`config.mk`:
```
export PLATFORM = sky130hd
export DESIGN_NAME = cpu_run_ctrl
export DESIGN_NICKNAME = d
export VERILOG_FILES = /design/src/rtl/cpu_run_ctrl.sv
export SDC_FILE = /design/constraint.sdc
export NUM_CORES = 1
export LEC_CHECK = 0
export BUFFER_PORTS_ARGS = -buffer_cell sky130_fd_sc_hd__buf_2
export CAP_MARGIN = 20
export CORE_MARGIN = 10
export CORE_UTILIZATION = 25
export DETAILED_ROUTE_END_ITERATION = 10
export GPL_TIMING_DRIVEN = 0
export HOLD_SLACK_MARGIN = 0.12
export PLACE_DENSITY = 0.53
export SLEW_MARGIN = 25
export SYNTH_ARGS = -nofsm -noshare
export SYNTH_HDL_FRONTEND = slang
export SYNTH_SLANG_ARGS = --single-unit
```
`constraint.sdc`:
```
create_clock -name Clk -period 3.5 [get_ports Clk]
set_clock_uncertainty 0.15 [all_clocks]
set_input_delay 0.35 -clock Clk [delete_from_list [all_inputs] [get_ports Clk]]
set_output_delay 0.35 -clock Clk [all_outputs]
set_load 0.005 [all_outputs]
```
`src/rtl/cpu_run_ctrl.sv`:
```
// Run controller for the single-cycle datapath: divided clock-enable, restart
// sequencing, single-step, PC breakpoint and instruction-budget halting.
module cpu_run_ctrl #(
  parameter int PC_WIDTH  = 16,
  parameter int DIV_WIDTH = 27,
  parameter int CNT_WIDTH = 32,
  parameter int RST_HOLD  = 4
) (
  input  logic                 Clk,
  input  logic                 Reset,
  input  logic                 Restart_btn,
  input  logic                 Step_btn,
  input  logic                 Mode,
  input  logic [DIV_WIDTH-1:0] Div_ratio,
  input  logic                 Bp_en,
  input  logic [PC_WIDTH-1:0]  Bp_addr,
  input  logic [CNT_WIDTH-1:0] Max_cycles,
  input  logic [PC_WIDTH-1:0]  PC,
  output logic                 Cpu_en,
  output logic                 Cpu_restart,
  output logic                 Halted,
  output logic [CNT_WIDTH-1:0] Cycle_count,
  output logic [1:0]           State
);

  typedef enum logic [1:0] {
    ST_IDLE    = 2'b00,
    ST_RESTART = 2'b01,
    ST_RUN     = 2'b10,
    ST_HALT    = 2'b11
  } state_t;

  localparam int HOLD_W = (RST_HOLD > 1) ? $clog2(RST_HOLD) : 1;
  localparam logic [HOLD_W-1:0] HOLD_LAST = HOLD_W'(RST_HOLD - 1);

  state_t               state_q, state_d;
  logic [HOLD_W-1:0]    hold_q, hold_d;
  logic [DIV_WIDTH-1:0] div_q, div_d;
  logic [CNT_WIDTH-1:0] count_q, count_d;
  logic                 cpu_en_q, cpu_en_d;
  logic                 restart_out_q, restart_out_d;
  logic                 halted_q, halted_d;
  logic                 rst_meta_q, rst_meta_d, rst_sync_q, rst_sync_d, rst_prev_q, rst_prev_d;
  logic                 stp_meta_q, stp_meta_d, stp_sync_q, stp_sync_d, stp_prev_q, stp_prev_d;

  logic                 restart_ev, step_ev, tick, budget_hit, bp_hit;
  logic [CNT_WIDTH-1:0] count_inc;

  always_comb begin
    rst_meta_d    = Restart_btn;
    rst_sync_d    = rst_meta_q;
    rst_prev_d    = rst_sync_q;
    stp_meta_d    = Step_btn;
    stp_sync_d    = stp_meta_q;
    stp_prev_d    = stp_sync_q;
    state_d       = state_q;
    hold_d        = hold_q;
    div_d         = div_q;
    count_d       = count_q;
    cpu_en_d      = 1'b0;
    tick          = 1'b0;

    restart_ev = rst_sync_q & ~rst_prev_q;
    step_ev    = stp_sync_q & ~stp_prev_q;
    budget_hit = (Max_cycles != '0) && (count_q == Max_cycles);
    bp_hit     = Bp_en && (PC == Bp_addr);
    count_inc  = (count_q == '1) ? count_q : count_q + CNT_WIDTH'(1);

    // A restart event overrides whatever tick or step coincides with it.
    if (restart_ev) begin
      state_d = ST_RESTART;
      hold_d  = '0;
      div_d   = '0;
      count_d = '0;
    end else begin
      case (state_q)
        ST_IDLE: ;
        ST_RESTART: begin
          div_d = '0;
          if (hold_q == HOLD_LAST) state_d = ST_RUN;
          else                     hold_d  = hold_q + HOLD_W'(1);
        end
        ST_RUN: begin
          if (!Mode) begin
            // >= so that lowering Div_ratio mid-count reloads instead of wrapping
            tick  = (div_q >= Div_ratio);
            div_d = tick ? '0 : div_q + DIV_WIDTH'(1);
          end else begin
            tick = step_ev;
          end
          if (tick) begin
            if (bp_hit || budget_hit) begin
              state_d = ST_HALT;
            end else begin
              cpu_en_d = 1'b1;
              count_d  = count_inc;
            end
          end
        end
        ST_HALT: begin
          // Stepping out of HALT deliberately skips the breakpoint compare.
          if (step_ev && !budget_hit) begin
            cpu_en_d = 1'b1;
            count_d  = count_inc;
            div_d    = '0;
            state_d  = ST_RUN;
          end
        end
        default: state_d = ST_IDLE;
      endcase
    end

    restart_out_d = (state_d == ST_RESTART);
    halted_d      = (state_d == ST_HALT);
  end

  always_ff @(posedge Clk) begin
    if (Reset) begin
      state_q       <= ST_IDLE;
      hold_q        <= '0;
      div_q         <= '0;
      count_q       <= '0;
      cpu_en_q      <= 1'b0;
      restart_out_q <= 1'b0;
      halted_q      <= 1'b0;
      rst_meta_q    <= 1'b0;
      rst_sync_q    <= 1'b0;
      rst_prev_q    <= 1'b0;
      stp_meta_q    <= 1'b0;
      stp_sync_q    <= 1'b0;
      stp_prev_q    <= 1'b0;
    end else begin
      state_q       <= state_d;
      hold_q        <= hold_d;
      div_q         <= div_d;
      count_q       <= count_d;
      cpu_en_q      <= cpu_en_d;
      restart_out_q <= restart_out_d;
      halted_q      <= halted_d;
      rst_meta_q    <= rst_meta_d;
      rst_sync_q    <= rst_sync_d;
      rst_prev_q    <= rst_prev_d;
      stp_meta_q    <= stp_meta_d;
      stp_sync_q    <= stp_sync_d;
      stp_prev_q    <= stp_prev_d;
    end
  end

  assign Cpu_en      = cpu_en_q;
  assign Cpu_restart = restart_out_q;
  assign Halted      = halted_q;
  assign Cycle_count = count_q;
  assign State       = state_q;

endmodule

```
==> metrics.txt <==
CP required=3620 ps; Layout area overhead=28.1%; Worst-path clk slew=60 ps; number of CTS-inserted buffers=9; DR iter-0 viols=380; CTS root buffer=clkbuf_16; Die X=159 um; final net count=867; CP Class=input port to flip-flop; Seq/Total Area, Yosys=0.298; Final period util=0.970; gp weighted congestion=0.807; CP max FO=6; Mapped Avg Cell Area=8.24 um2; Critical R2R Launch=div_q[20]; CP most frequent cell=nand4_1; CP Cell Sequence=buf_2 -> nor4_1 -> nand4_1 -> nor2_1 -> o311ai_0 -> a21boi_0 -> nand4_1 -> or4_1 -> o211ai_1; Placement Setup Slack=-181 ps; startpoint types=input port; Mapped Area=4840 um2; GR Overflow Total=0; Yosys warnings=0; wire per inst=16.4 um; initial core utilization=0.256; fin util=0.328; I/O pins=134; Final Hold Viols=0; pin count of the biggest net entering global routing=13; CP arrival=3510 ps; DP Wirelength=12800 um; Post-DRT Antenna Nets=0; core area=18900 um2; Leakage=0.00265 uW; clock sinks=72; Syn Inst Count=587; Clock Latency Late Sink=350 ps; routed vias=4818; antenna violations before repair=0; worst r2r dst=Cycle_count[15]; Rel. slew slack=0.449; status=complete, no violations; # rows=50; CTS tree=built; via/cell ratio=4.82; I/O Buffers=133; fin crit period=3400 ps; Max VDD drop=0.294 mV; Final Max Tran Viols=0; Max-cap violations=0; distinct cell type count after synthesis=56; RSZ-0062 raised after global routing=no; worst-case clock buffer depth=2; CP top delay family=simple AND/OR/NAND/NOR gates; dpl cell area=5830 um2; worst path bufs/invs=1; Pre-antenna DRT Iters=5; Slowest cell on crit path=a21boi_0; die height=159 um; R2R cell count=10; Fin Hold WS=285 ps; EDFF count, synth=0; Setup WS post-layout=104 ps; # setup viols final=0; #FFs+latches synth=72; CP max stage delay=710 ps; H-tree Lvls=3; fmax=294 MHz; Total Routing Usage GR=0.126; hold path endpoint=rst_prev_d; vias in the first global route=4665; n_diodes=0; Remaining DRCs=0; hold depth=1; Worst Hold Class=flip-flop to flip-flop; Post-Layout Inst Area=6200 um2; actual slew at the worst max-slew pin=819 ps; share of layout cells above drive strength 1=0.239; WL final=16400 um; Main synth FF type=dfxtp_1; CP Capture Type=flip-flop; first-pass GRT wire length=25900 um; number of nets produced by synthesis=719; pwr dens=304 nW/um2; ys async rst share=0; reg-to-reg setup timing slack=180 ps; DIE AREA=25300 um2; min-delay src=rst_meta_q; final setup TNS=0 ps
-- cells in the final DEF (no fill, tap or decap), types with 4 or more instances in the layout --
cell type  instances
clkbuf_1          12
o31ai_2            4
buf_2            140
o21ai_0            9
and4_1             5
nor2b_1            9
clkbuf_16          9
nor4_1            18
nand4_1           24
mux2i_1            5
o211ai_1           5
inv_1             41
nand2b_1           4
and2_1             5
nand3_1           23
or4_1             27
dfxtp_1           72
or3_1              6
a21oi_1           53
nor2_1            34
nand2_1           30
xor2_1            49
nor3_1             6
o31ai_1           24
xnor2_1           16
and3_1            16
ha_1              35
-- what timing repair did --
item	CTS	global route
hold buffers	2	0
resized for setup	1	20
endpoints found under the hold margin	2	0
pin swaps	1	0
setup buffers	1	1
setup endpoints to repair	11	43
-- layer usage --
| layer | vias up | wire [um] | track usage | part of all wire |
|---|---|---|---|---|
| li1 | 2473 | - | - | - |
| met1 | 2218 | 7630 | 0.162 | 0.46 |
| met2 | 113 | 7650 | 0.201 | 0.47 |
| met3 | 14 | 866 | 0.0310 | 0.053 |
| met4 | 0 | 254 | 0.0396 | 0.015 |
| met5 | - | 0 | 0 | 0 |
-- layout make-up --
cell class | count | area [um2]
tap | 260 | 325
multi-input combinational | 452 | 3180
timing repair buffer | 137 | 701
clock inverter | 4 | 30.0
buffer | 22 | 116
sequential | 72 | 1440
fill | 2077 | 12700
clock buffer | 12 | 246
inverter | 41 | 154
-- worst max path at each step --
| stage | endpoint | startpoint | cells past startpoint |
|---|---|---|---|
| finish | div_q[9] | Max_cycles[0] | 9 |
| global route | Cycle_count[28] | div_q[20] | 10 |
| CTS | Cycle_count[16] | div_q[20] | 11 |
| detailed placement | div_q[9] | Max_cycles[0] | 9 |
| global placement | div_q[9] | Max_cycles[0] | 9 |
| floorplan | Cycle_count[15] | Div_ratio[23] | 11 |
-- metrics by stage --
stage	power, uW	cells
2_1_floorplan	932	587
3_3_place_gp	1030	980
3_5_place_dp	1030	980
4_1_cts	1920	999
5_1_grt	1980	1000
6_report	1880	1000
-- worst reg2reg max path, cell delays in order (launching register included) --
cell	delay (ps)
dfxtp_1	350
ha_1	310
nand3_1	90
or4_4	550
nor3_4	250
o31a_4	220
nor2_2	60
o41a_4	430
buf_6	170
or4_1	500
a21oi_1	170
-- Yosys cell counts (all sizes together) (3+ instances only) --
cell type,instances,share of area
a21oi,53,0.055
nand2b,4,0.0052
and4,5,0.0091
or2,3,0.0039
and2,7,0.0091
or3,6,0.0078
nand3,23,0.024
buf,7,0.011
nor2,36,0.028
nand4,24,0.031
o41ai,3,0.0054
or4b,3,0.0062
inv,41,0.032
xnor2,16,0.029
mux2i,5,0.010
nor4,19,0.025
xor2,49,0.089
clkbuf,15,0.012
nor3,9,0.010
o21ai,9,0.0093
nand2,30,0.023
o31ai,28,0.043
ha,35,0.091
or4,28,0.044
dfxtp,72,0.30
o211ai,5,0.0078
and3,16,0.021
nor2b,9,0.012
-- sequential cells by signal, summed over array words and instances, names as in the netlist, 2 cells and up --
| name | flops |
|---|---|
| Cycle_count | 32 |
| State | 2 |
| div_q | 27 |
| hold_q | 2 |
-- power breakdown --
| part | leakage (uW) | switching [uW] | internal [uW] | total (uW) |
|---|---|---|---|---|
| sequential | 0.000581 | 3.33 | 825 | 828 |
| combinational | 0.00194 | 97.8 | 84.3 | 182 |
| clock | 0.000133 | 372 | 501 | 873 |
| total | 0.00265 | 473 | 1410 | 1880 |
-- cells by family after synthesis --
logic type | count (synthesis) | synth area share
AOI/OAI and AO/OA | 122 | 0.164
xor gates and xnor gates | 65 | 0.118
adders and majority gates | 35 | 0.0905
buffers and inverters | 63 | 0.0548
DFF | 72 | 0.298
muxes | 5 | 0.0103
and+or+nand+nor | 225 | 0.265
No activity file was read; power rests on OpenSTA's default activity.
